--- src/rtl/pc_fetch.sv ---
// Fetch stage: program counter driving the ROM address, plus the stage-2
// instruction register with its valid flag, source address and accept count.
module pc_fetch (
    input  logic       clock,
    input  logic       reset,
    input  logic [7:0] D_BUS,
    input  logic       load,
    input  logic       hold,
    output logic [3:0] A_BUS,
    output logic [7:0] IR,
    output logic       ir_valid,
    output logic [3:0] ir_pc,
    output logic [7:0] fetch_cnt
);

    logic [3:0] pc_q,    pc_d;
    logic [7:0] ir_q,    ir_d;
    logic       valid_q, valid_d;
    logic [3:0] ir_pc_q, ir_pc_d;
    logic [7:0] cnt_q,   cnt_d;

    // Load beats hold: the jump pulse lasts one cycle and must not be dropped.
    // The jump target is the immediate of the instruction already sitting in IR,
    // and the wrong-path word on D_BUS is replaced by a bubble.
    always_comb begin
        pc_d    = pc_q;
        ir_d    = ir_q;
        valid_d = valid_q;
        ir_pc_d = ir_pc_q;
        cnt_d   = cnt_q;
        if (load) begin
            pc_d    = ir_q[3:0];
            ir_d    = 8'h00;
            valid_d = 1'b0;
        end else if (!hold) begin
            ir_d    = D_BUS;
            ir_pc_d = pc_q;
            valid_d = 1'b1;
            pc_d    = pc_q + 4'd1;
            cnt_d   = cnt_q + 8'd1;
        end
    end

    always_ff @(posedge clock or negedge reset) begin
        if (!reset) begin
            pc_q    <= 4'h0;
            ir_q    <= 8'h00;
            valid_q <= 1'b0;
            ir_pc_q <= 4'h0;
            cnt_q   <= 8'h00;
        end else begin
            pc_q    <= pc_d;
            ir_q    <= ir_d;
            valid_q <= valid_d;
            ir_pc_q <= ir_pc_d;
            cnt_q   <= cnt_d;
        end
    end

    assign A_BUS     = pc_q;
    assign IR        = ir_q;
    assign ir_valid  = valid_q;
    assign ir_pc     = ir_pc_q;
    assign fetch_cnt = cnt_q;

endmodule

--- config.mk ---
export PLATFORM = sky130hd
export DESIGN_NAME = pc_fetch
export DESIGN_NICKNAME = d
export VERILOG_FILES = /design/src/rtl/pc_fetch.sv
export SDC_FILE = /design/constraint.sdc
export NUM_CORES = 1
export LEC_CHECK = 0
export BUFFER_PORTS_ARGS = -buffer_cell sky130_fd_sc_hd__buf_4
export CAP_MARGIN = 25
export CORE_MARGIN = 1.5
export CORE_UTILIZATION = 48
export CTS_CLUSTER_SIZE = 30
export DETAILED_ROUTE_END_ITERATION = 10
export PLACE_DENSITY = 0.8
export SETUP_SLACK_MARGIN = 0.2
export SYNTH_ARGS = -nofsm -noshare
export SYNTH_HDL_FRONTEND = slang
export SYNTH_SLANG_ARGS = --single-unit
--- constraint.sdc ---
create_clock -name clock -period 1.4 [get_ports clock]
set_clock_uncertainty 0.2 [all_clocks]
set_input_delay 0.28 -clock clock [delete_from_list [all_inputs] [get_ports clock]]
set_output_delay 0.28 -clock clock [all_outputs]
set_load 0.02 [all_outputs]
==> results of run 1 <==
-- placed cells by master (no fill, tap or decap), types with 2 or more instances in the layout --
master	netlist	layout
and3_4	0	2
buf_4	1	30
buf_6	1	40
clkbuf_4	0	3
dfrtp_1	25	16
dfrtp_2	0	9
ha_4	0	2
mux2_4	0	5
mux2i_1	9	9
nand2_1	5	3
nand2_4	0	2
nand4_1	4	4
nor2_1	8	8
o21ai_1	3	2
xnor2_1	8	5
xnor2_2	0	3
-- worst max-delay path, cell delays in order, from the launching register on --
cell and delay [ns]:
dfrtp_2 0.42, buf_6 0.11, nand4b_1 0.16, xnor2_1 0.19, mux2_4 0.28
-- per-layer routing --
layer	up-vias	track usage	part of all wire
li1	419	-	-
met1	499	0.3333	0.36
met2	73	0.4803	0.51
met3	18	0.03636	0.075
met4	0	0.1157	0.056
met5	-	0	0
-- repair_timing --
action / in CTS / in global routing
endpoints found under the hold margin: 25 / 0
hold buffers: 1 / 0
resized for setup: 41 / 14
setup endpoints to repair: 31 / 38
setup buffers: 25 / 7
pin swaps: 15 / 5
-- cells by family after synthesis --
family | after synthesis | share of synthesized area
AOI/OAI and AO/OA | 4 | 0.01888
xor gates and xnor gates | 10 | 0.08265
adders and majority gates | 2 | 0.02361
buffers and inverters | 5 | 0.02951
DFF | 25 | 0.5903
muxes | 15 | 0.1488
and+or+nand+nor | 22 | 0.1063
-- state kept, by name (all words and copies together) (netlist names) --
| signal | count |
|---|---|
| IR | 8 |
| ir_pc | 4 |
| ir_valid | 1 |
| A_BUS | 4 |
| fetch_cnt | 8 |
-- report_power, final --
group	internal [mW]	switching [mW]	leakage, nW	total [mW]
clock	0.111	0.220	0.0150	0.331
combinational	0.884	0.666	0.623	1.55
sequential	0.872	0.161	0.314	1.03
-- worst max path at each step --
stage	slack, ns	endpoint	start
finish	-0.06	A_BUS[3]	A_BUS[2]
global route	-0.11	A_BUS[3]	A_BUS[2]
CTS	-0.01	A_BUS[1]	A_BUS[1]
floorplan	0.09	fetch_cnt[1]	fetch_cnt[1]
detailed placement	0.01	fetch_cnt[7]	hold
global placement	0.03	ir_pc[0]	hold
-- metrics by stage --
stage / hold slack (ns) / util / setup slack, ns / setup TNS (ns)
after floorplan: -0.2156 / - / 0.09268 / 0
after global placement: -0.005183 / 0.6875 / 0.03092 / 0
after detailed placement: -0.006705 / 0.6875 / 0.01427 / 0
after CTS: 0.007237 / 0.8800 / -0.01363 / -0.01363
after global routing: 0.01958 / 0.9394 / -0.1064 / -0.5292
final: 0.01177 / 0.9394 / -0.06081 / -0.2405
-- area by class of cell --
class,count,area [sq um]
fill,58,122.6
timing repair buffer,71,685.7
inverter,1,3.754
multi-input combinational,53,513.0
clock buffer,4,26.28
sequential,25,636.9
tap,27,33.78
==> metrics.sh, run 1 <==
PLACE.PORT_BUFFERS=36
FF2FF_PATH_DEPTH=4
SYNTH_FLOP_CELL='dfrtp_1'
MIN_DELAY_PATH_DEPTH=3
YOSYSMOSTFREQUENTCELL='dfrtp_1'
IR_WORST_VDD_mV=1.113
SETUP-VIOLATIONS-FINAL=7
RUN_STATUS='finished, violations left'
TIMING_WORST_SETUP_PATH_TYPE='flip-flop to flip-flop'
CLOCK_SINK_COUNT=25
POST_SYNTH_NUM_CELL_TYPES=21
TIMING.FINAL.CRIT_SHARE=1.043
FINAL.MIN_CLOCK_PERIOD_NS=1.461
NUM_PORTS=37
REQUIRED_NS=1.41
PLACEDCELLCOUNT=144
HOLD_END='IR[7]'
FP.DIEW_MICRONS=49.99
POWER-PER-CELL-AREA_nW_PER_UM2=1534
REGTOREGSETUPSLACK_NS=-0.06
CLOCK_TREE.HTREE_LEVEL_COUNT=1
SEQ_AREA_FRAC_SYNTH=0.5903
P_LEAK_nW=0.9517
MAX_SLEW.WORST_PIN.SLEW_NS=0.4859
FINAL_NETS=169
SHARE_OF_CELLS_ABOVE_DRIVE_STRENGTH_1=0.6494
DESIGN_AREA_SQ_UM=1899
CTS_ROOT_BUF='clkbuf_4'
HOLD_VIOL_FINAL=0
REPORT.FINAL.SLEW_VIOL_COUNT=0
WORST_R2R_ENDPOINT='A_BUS[3]'
YOSYSWARNINGS=0
TIMING.CRITICAL_PATH.FROM_TYPE='flip-flop'
AREA_OF_THE_DIE_SQ_UM=2499
CRITICAL_PATH.ENDPOINT_TYPE='flip-flop'
CLK-INSERTION-DELAY-LATE_NS=0.31
SYN_AREA_SQ_UM=1060
DRT-VIAS-PER-INSTANCE=5.575
GRT_PASS1_WL_MM=4.968
FLOORPLAN.CORE_AREA_SQ_UM=2022
WIRE_PER_INST_MICRONS=22.54
ROW_COUNT=16
GRT_MAX_DEGREE=26
ACHIEVABLE-FREQUENCY_MHz=684.6
NETLIST_INSTANCES=83
GLOBALPLACE.CONGESTION=0.7509
SLEW_HEADROOM=0.6753
TRITONCTS='done'
NETLIST.AREA_LEADER.SHARE=0.5903
AREA.GROWTH.SYNTH_TO_FINAL_PCT=79.22
SYNTH_AREA_PER_CELL_SQ_UM=12.77
INITIAL_CORE_UTIL=0.5241
TIMING.RR.START='A_BUS[2]'
SETUP_REPAIR_AFTER_GLOBAL_ROUTING_MISSED_ITS_MARGIN='true'
DRT_WL_TOTAL_MM=4.080
VIA_COUNT=1009
ANT_NETS=0
DIE_HEIGHT_MICRONS=49.99
SETUP_WS_NS=-0.06081
SYNTHDOMINANTAREACELLTYPE='dfrtp_1'
ANTENNA_FOUND_INITIAL=0
SYNTH_ENABLE_FLOP_CELLS=0
CRITICAL_PATH_PEAK_FANOUT=2
GRT_PASS1_VIAS=999
LAYOUTNONFILLERINSTCOUNT=181
DRT-INITIAL-DRC-COUNT=29
SYNTH.FF_LATCH_COUNT=25
SYN_NETS=97
HOLDCRITPATHCLASS='primary input to flip-flop'
YS_ASYNC_SR_FRACTION=1.000
FINAL_ROUTED_DRC_VIOLATION_TOTAL=0
VIOLATED_CHECKS='negative setup slack'
MAXCAPVIOLCOUNT=0
CRITPATHARRIVALTIME_NS=1.47
TOTALPOWERFINAL_mW=2.914
CTS_INSERTED_BUFFERS=3
YOSYS-TOP-CELLS-AREA='dfrtp_1 59%, mux2i_1 8.5%, xnor2_1 6.6%'
DRT_FIRST_PASS_ITERS=4
PLACE_AREA_SQ_UM=1390
ANTENNA_CELLS_INSERTED=0
HOLD_PATH_STARTPOINT='D_BUS[7]'
CLK_PATH_BUF_DEPTH=2
SYNTH.CELLS.MOST_FREQUENT='25 x dfrtp_1, 9 x mux2i_1, 8 x nor2_1, 8 x xnor2_1'
HPWL_MM=1.442
WORST_SETUP_HOLD_PATH_CLK_SLEW_NS=0.14
GRT_UTIL_ALL_LAYERS=0.2739
GRT_REMAINING_OVERFLOW=0
(Power assumes the default switching activity.)
==> inputs of run 2 (changes only) <==
CORE_UTILIZATION = 50   (was 48)
CTS_BUF_LIST = sky130_fd_sc_hd__clkbuf_2 sky130_fd_sc_hd__clkbuf_4 sky130_fd_sc_hd__clkbuf_8   (was unset)
PLACE_DENSITY = 0.83   (was 0.8)
==> run 2 against run 1 <==
Net effect:
- the run still ends with negative setup slack left
- design area decreased by 2.5%
- sequential power barely moved
- power fell by 4.2%
- final cell count is 2.2% lower
- setup slack improved by 0.0033 ns
- critical path depth decreased by 3
- register-to-register slack better by 0.07 ns
- die area fell by 3.7%
- fmax increased by 0.23%
- global-route usage shrank 3.1 points
- sequential share of layout area grew 0.86 points
- critical endpoint is now A_BUS[0]
- largest cell class unchanged
==> metrics.sh, run 2 (synthesis results as in run 1) <==
GLOBALPLACE.CONGESTION=0.7817  # +4.1%
TIMING.CRITICAL_PATH.FROM_TYPE='flip-flop'
TIMING.FINAL.CRIT_SHARE=1.041  # -0.002343
SETUP-TNS-FINAL_NS=-0.1658  # +0.07470 ns
TOTALPOWERFINAL_mW=2.791  # -4.2%
DESIGN_AREA_SQ_UM=1852  # -2.5%
DRT-VIAS-PER-INSTANCE=5.429  # -2.6%
CTS_ROOT_BUF='clkbuf_4'
NUM_PORTS=37  # unchanged
SETUP_WS_NS=-0.05753  # +0.003280 ns
PLACE.PORT_BUFFERS=36  # unchanged
INITIAL_CORE_UTIL=0.5347  # +0.01059
FF2FF_PATH_DEPTH=4  # unchanged
WORST_SETUP_HOLD_PATH_CLK_SLEW_NS=0.14  # about the same
REGTOREGSETUPSLACK_NS=0.01  # +0.07 ns
TIMING_WORST_SETUP_PATH_TYPE='flip-flop to output port'
HOLDCRITPATHCLASS='primary input to flip-flop'
SETUP-VIOLATIONS-FINAL=9  # +2
DRT_FIRST_PASS_ITERS=4  # unchanged
CP_SLOWEST_CELL='dfrtp_2'
GRT_PASS1_WL_MM=4.402  # -11%
GRT_REMAINING_OVERFLOW=0  # unchanged
PRE_CTS_WS_NS=0.001316  # -0.01296 ns
DRT-INITIAL-DRC-COUNT=21  # -28%
MAXCAPVIOLCOUNT=0  # unchanged
REQUIRED_NS=0.92  # -0.49 ns
HOLD_END='IR[6]'
PLACE_AREA_SQ_UM=1398  # +0.54%
CLOCK_TREE.HTREE_LEVEL_COUNT=1  # unchanged
FINAL_ROUTED_DRC_VIOLATION_TOTAL=0  # unchanged
POWER-PER-CELL-AREA_nW_PER_UM2=1507  # -1.8%
ANTENNA_FOUND_INITIAL=0  # unchanged
ANTENNA_CELLS_INSERTED=0  # unchanged
CRITPATHARRIVALTIME_NS=0.98  # -0.49 ns
WIRE_PER_INST_MICRONS=21.61  # -4.1%
VIOLATED_CHECKS='negative setup slack'
MOSTFREQUENTLAYOUTCELL='buf_6'
ROW_COUNT=16  # unchanged
CLOCK_SINK_COUNT=25  # unchanged
CRITICAL-PATH-TOP-DELAY-FAMILY='flip-flops'
LAYOUT.CELLS.MOST_COMMON_LIST='36 x buf_6, 28 x buf_4, 16 x dfrtp_1'
CLK-INSERTION-DELAY-LATE_NS=0.33  # +0.02 ns
DIE_HEIGHT_MICRONS=49.04  # -1.9%
SHARE_OF_CELLS_ABOVE_DRIVE_STRENGTH_1=0.6200  # -0.02935
DRT_WL_TOTAL_MM=3.825  # -6.3%
RUN_STATUS='finished, violations left'
FINAL.MIN_CLOCK_PERIOD_NS=1.458  # -0.003280 ns
GRT_MAX_DEGREE=26  # unchanged
TRITONCTS='done'
CLK_PATH_BUF_DEPTH=2  # unchanged
MET1_WIRELENGTH_MM=1.475  # +0.41%
AREA_OF_THE_DIE_SQ_UM=2405  # -3.7%
IR_WORST_VDD_mV=1.169  # +5.1%
ACHIEVABLE-FREQUENCY_MHz=686.1  # +0.23%
MAXUSEDROUTINGLAYER='met4'
AREA.GROWTH.SYNTH_TO_FINAL_PCT=74.73
WL_MET2_MM=1.967  # -5.2%
MAX_SLEW.WORST_PIN.SLEW_NS=0.4464  # -0.03949 ns
VIA_COUNT=961  # -4.8%
CRITICAL_PATH.ENDPOINT_TYPE='output port'
MIN_DELAY_PATH_DEPTH=3  # unchanged
GRT_UTIL_ALL_LAYERS=0.2433  # -0.03057
P_LEAK_nW=0.9247  # -2.8%
SETUP_REPAIR_AFTER_GLOBAL_ROUTING_MISSED_ITS_MARGIN='true'
FP.DIEW_MICRONS=49.04  # -1.9%
CRIT_BUF_INV=1  # unchanged
CRITICAL_PATH_PEAK_FANOUT=5  # +3
CTS_INSERTED_BUFFERS=3  # unchanged
GRT_PASS1_VIAS=911  # -8.8%
REPORT.FINAL.SLEW_VIOL_COUNT=0  # unchanged
TIMING.RR.START='fetch_cnt[2]'
WORST_R2R_ENDPOINT='fetch_cnt[7]'
DETAIL_ROUTE_MET3_WL_MICRONS=177  # -43%
FLOORPLAN.CORE_AREA_SQ_UM=1982  # -2.0%
ANT_NETS=0  # unchanged
CRITICAL_PATH_CELL_SEQUENCE='buf_6'
HOLD_PATH_STARTPOINT='D_BUS[6]'
HOLD_VIOL_FINAL=0  # unchanged
FINAL_NETS=165  # -2.4%
CP_SLOWEST_STAGE_DELAY_NS=0.49  # +0.07 ns
SLEW_HEADROOM=0.7017  # +0.02639
## run 2: cell count changes in the layout (fill, tap and decap cells not counted), sizes merged
cell / change
buf: -6
dlygate4sd3: +2
## run 2: how the worst max path moves through the flow
stage | from | end | cells after the start
final | A_BUS[0] | A_BUS[0] | 1
after global placement | hold | ir_pc[0] | 3
after floorplan | fetch_cnt[1] | fetch_cnt[1] | 2
after CTS | A_BUS[0] | A_BUS[0] | 1
after detailed placement | hold | ir_pc[0] | 3
after global routing | A_BUS[1] | A_BUS[1] | 1
## run 2: per-layer routing
metal	vias up	track usage
met2	53	0.4475
met1	472	0.2934
met3	20	0.04294
met4	0	0.06190
met5	-	0
li1	416	-
## run 2: worst min-delay path: cells and delay by family
family	cells	cell delay (ns)
buffers and inverters	1	0.08
muxes	1	0.06
and+or+nand+nor	1	0.09
## run 2: through the flow
step / util / cells / hold slack, ns
finish: 0.9343 / 177 / 0.008909
global route: 0.9343 / 177 / 0.01322
CTS: 0.8750 / 169 / 0.007007
floorplan: - / 83 / -0.2156
global placement: 0.7052 / 145 / -0.004377
detailed placement: 0.7052 / 145 / -0.005130
## run 2: area by class of cell
| class | count | area, sq um |
|---|---|---|
| inverters | 1 | 3.754 |
| multi-input cells | 53 | 501.7 |
| flip-flops and latches | 25 | 636.9 |
| well taps | 27 | 33.78 |
| fillers | 54 | 130.1 |
| repair buffers | 67 | 645.6 |
| clock buffers | 4 | 30.03 |
## run 2: power by group
group | total (mW) | leakage, nW | switching, mW | internal [mW]
combinational | 1.40 | 0.593 | 0.589 | 0.810
sequential | 1.03 | 0.314 | 0.156 | 0.872
clock | 0.363 | 0.0184 | 0.232 | 0.131
## run 2: repair_timing
item                                   CTS  global route
gates resized for setup                 37            12
pin swaps                               12             9
setup endpoints to repair               32            35
endpoints found under the hold margin   27             0
setup buffers                           17             8
hold buffers                             3             0
==> inputs of run 3 (changes only) <==
REMOVE_ABC_BUFFERS = 1   (was unset)
==> run 3 against run 2 <==
Net effect:
- the run still ends with negative setup slack left
- non-clock buffer count grew 7
- design area grew 0.74%
- global-route usage grew 3.5 points
- largest power group unchanged
- combinational power shrank 9%
- clock power shrank 5%
- final cell count grew 4.0%
- setup slack lost 0.019 ns
- sequential cell count is the same
- fmax shrank 1.3%
==> metrics.sh, run 3 (synthesis results as in run 1) <==
RUN_STATUS='finished, violations left'
VIOLATED_CHECKS='negative setup slack'
FF2FF_PATH_DEPTH=4  # unchanged
TIMING_WORST_SETUP_PATH_TYPE='flip-flop to flip-flop'
AREA_OF_THE_DIE_SQ_UM=2405  # unchanged
CRITICAL_PATH_PEAK_FANOUT=2  # -3
POWER-PER-CELL-AREA_nW_PER_UM2=1421  # -5.7%
FP.DIEW_MICRONS=49.04  # unchanged
TRITONCTS='done'
SETUP-VIOLATIONS-FINAL=7  # -2
SHARE_OF_CELLS_ABOVE_DRIVE_STRENGTH_1=0.5669  # -0.05312
MIN_DELAY_PATH_DEPTH=3  # unchanged
ANTENNA_FOUND_INITIAL=0  # unchanged
GRT_PASS1_WL_MM=5.016  # +14%
CLK-INSERTION-DELAY-LATE_NS=0.31  # -0.02 ns
CLOCK_TREE.HTREE_LEVEL_COUNT=1  # unchanged
CLOCK_SINK_COUNT=25  # unchanged
VIA_COUNT=937  # -2.5%
FINAL.MIN_CLOCK_PERIOD_NS=1.477  # +0.01938 ns
SETUP_REPAIR_AFTER_GLOBAL_ROUTING_MISSED_ITS_MARGIN='true'
MAXCAPVIOLCOUNT=0  # unchanged
CTS_INSERTED_BUFFERS=3  # unchanged
REGTOREGSETUPSLACK_NS=-0.08  # -0.09 ns
LAYOUT.CELLS.MOST_COMMON_LIST='39 x buf_6, 31 x buf_4, 22 x dfrtp_1'
GRT_MAX_DEGREE=26  # unchanged
WORST_SETUP_HOLD_PATH_CLK_SLEW_NS=0.14  # about the same
MOSTFREQUENTLAYOUTCELL='buf_6'
LAUNCH_POINT_OF_THE_CRITICAL_PATH='fetch_cnt[4]'
DIE_HEIGHT_MICRONS=49.04  # unchanged
CRITICAL_PATH.ENDPOINT_TYPE='flip-flop'
HOLDCRITPATHCLASS='primary input to flip-flop'
CRITPATHCAPTURE='fetch_cnt[6]'
HPWL_MM=1.615
CRITPATHARRIVALTIME_NS=1.49  # +0.51 ns
NUM_PORTS=37  # unchanged
DRT_WL_TOTAL_MM=3.569  # -6.7%
DRT-INITIAL-DRC-COUNT=20  # -4.8%
INITIAL_CORE_UTIL=0.5347  # unchanged
AREA.GROWTH.SYNTH_TO_FINAL_PCT=76.03
PRE_CTS_WS_NS=0.01578  # +0.01446 ns
GRT_UTIL_ALL_LAYERS=0.2787  # +0.03533
WIRE_PER_INST_MICRONS=19.40  # -10%
GRT_PASS1_VIAS=993  # +9.0%
TIMING.CRITICAL_PATH.FROM_TYPE='flip-flop'
GLOBALPLACE.CONGESTION=0.7583  # -3.0%
REPORT.FINAL.SLEW_VIOL_COUNT=0  # unchanged
FINAL_ROUTED_DRC_VIOLATION_TOTAL=0  # unchanged
WORST_R2R_ENDPOINT='fetch_cnt[6]'
ACHIEVABLE-FREQUENCY_MHz=677.1  # -1.3%
IR_WORST_VDD_mV=1.447  # +24%
DRT_FIRST_PASS_ITERS=4  # unchanged
DRT-VIAS-PER-INSTANCE=5.092  # -6.2%
ANTENNA_CELLS_INSERTED=0  # unchanged
GRT_REMAINING_OVERFLOW=0  # unchanged
TIMING.RR.START='fetch_cnt[4]'
TIMING.FINAL.CRIT_SHARE=1.055  # +0.01384
ROW_COUNT=16  # unchanged
FINAL_NETS=172  # +4.2%
FLOORPLAN.CORE_AREA_SQ_UM=1982  # unchanged
CTS_ROOT_BUF='clkbuf_4'
MAX_SLEW.WORST_PIN.SLEW_NS=0.3887  # -0.05768 ns
TOTALPOWERFINAL_mW=2.651  # -5.0%
ANT_NETS=0  # unchanged
PLACE.PORT_BUFFERS=36  # unchanged
SETUP_WS_NS=-0.07691  # -0.01938 ns
HOLD_VIOL_FINAL=0  # unchanged
REQUIRED_NS=1.41  # +0.49 ns
SLEW_HEADROOM=0.7402  # +0.03854
P_LEAK_nW=0.9396  # +1.6%
CLK_PATH_BUF_DEPTH=2  # unchanged
run 3: metal layers:
metal	vias up	GRT usage	wire, microns
met2	24	0.5479	2048
met5	-	0	0
met3	6	0.03067	81
met1	484	0.3244	1386
met4	0	0.05238	53
li1	423	-	-
run 3: cell type report:
cell class,instances,area [sq um]
Clock buffer,4,30.03
Timing Repair Buffer,74,711.9
Multi-Input combinational cell,53,456.7
Sequential cell,25,629.4
Tap cell,27,33.78
Fill cell,55,116.4
Inverter,1,3.754
run 3: how the worst min path moves through the flow:
stage	startpoint	endpoint	slack, ns
floorplan	reset	A_BUS[0]	-0.22
global placement	reset	IR[6]	-0.006
detailed placement	reset	ir_pc[0]	-0.001
CTS	D_BUS[7]	IR[7]	0.002
global route	D_BUS[2]	IR[2]	0.008
finish	D_BUS[2]	IR[2]	0.01
run 3: critical path, cell delays in order (launching register included):
cell,delay [ns]
dfrtp_1,0.43
buf_6,0.12
and3_4,0.18
nand4_1,0.15
xnor2_1,0.30
run 3: per-stage QoR:
stage	utilization	area, sq um	std cells	hold WS, ns	setup TNS (ns)
finish	0.9413	1866	184	0.01130	-0.2436
global route	0.9413	1866	184	0.007974	-0.6469
CTS	0.8725	1729	174	0.002379	-0.1387
detailed placement	0.6932	1374	147	-0.001262	0
global placement	0.6932	1374	147	-0.005855	0
floorplan	-	1032	79	-0.2156	0
run 3: what timing repair did:
action / CTS / global route
hold endpoints to repair: 27 / 1
setup endpoints to repair: 33 / 39
gates resized for setup: 39 / 14
hold buffers: 3 / 1
pin swaps: 10 / 9
setup buffers: 20 / 9
run 3: power by group:
part,total (mW),internal [mW],switching (mW)
combinational,1.28,0.749,0.536
sequential,1.02,0.861,0.160
clock,0.345,0.130,0.215
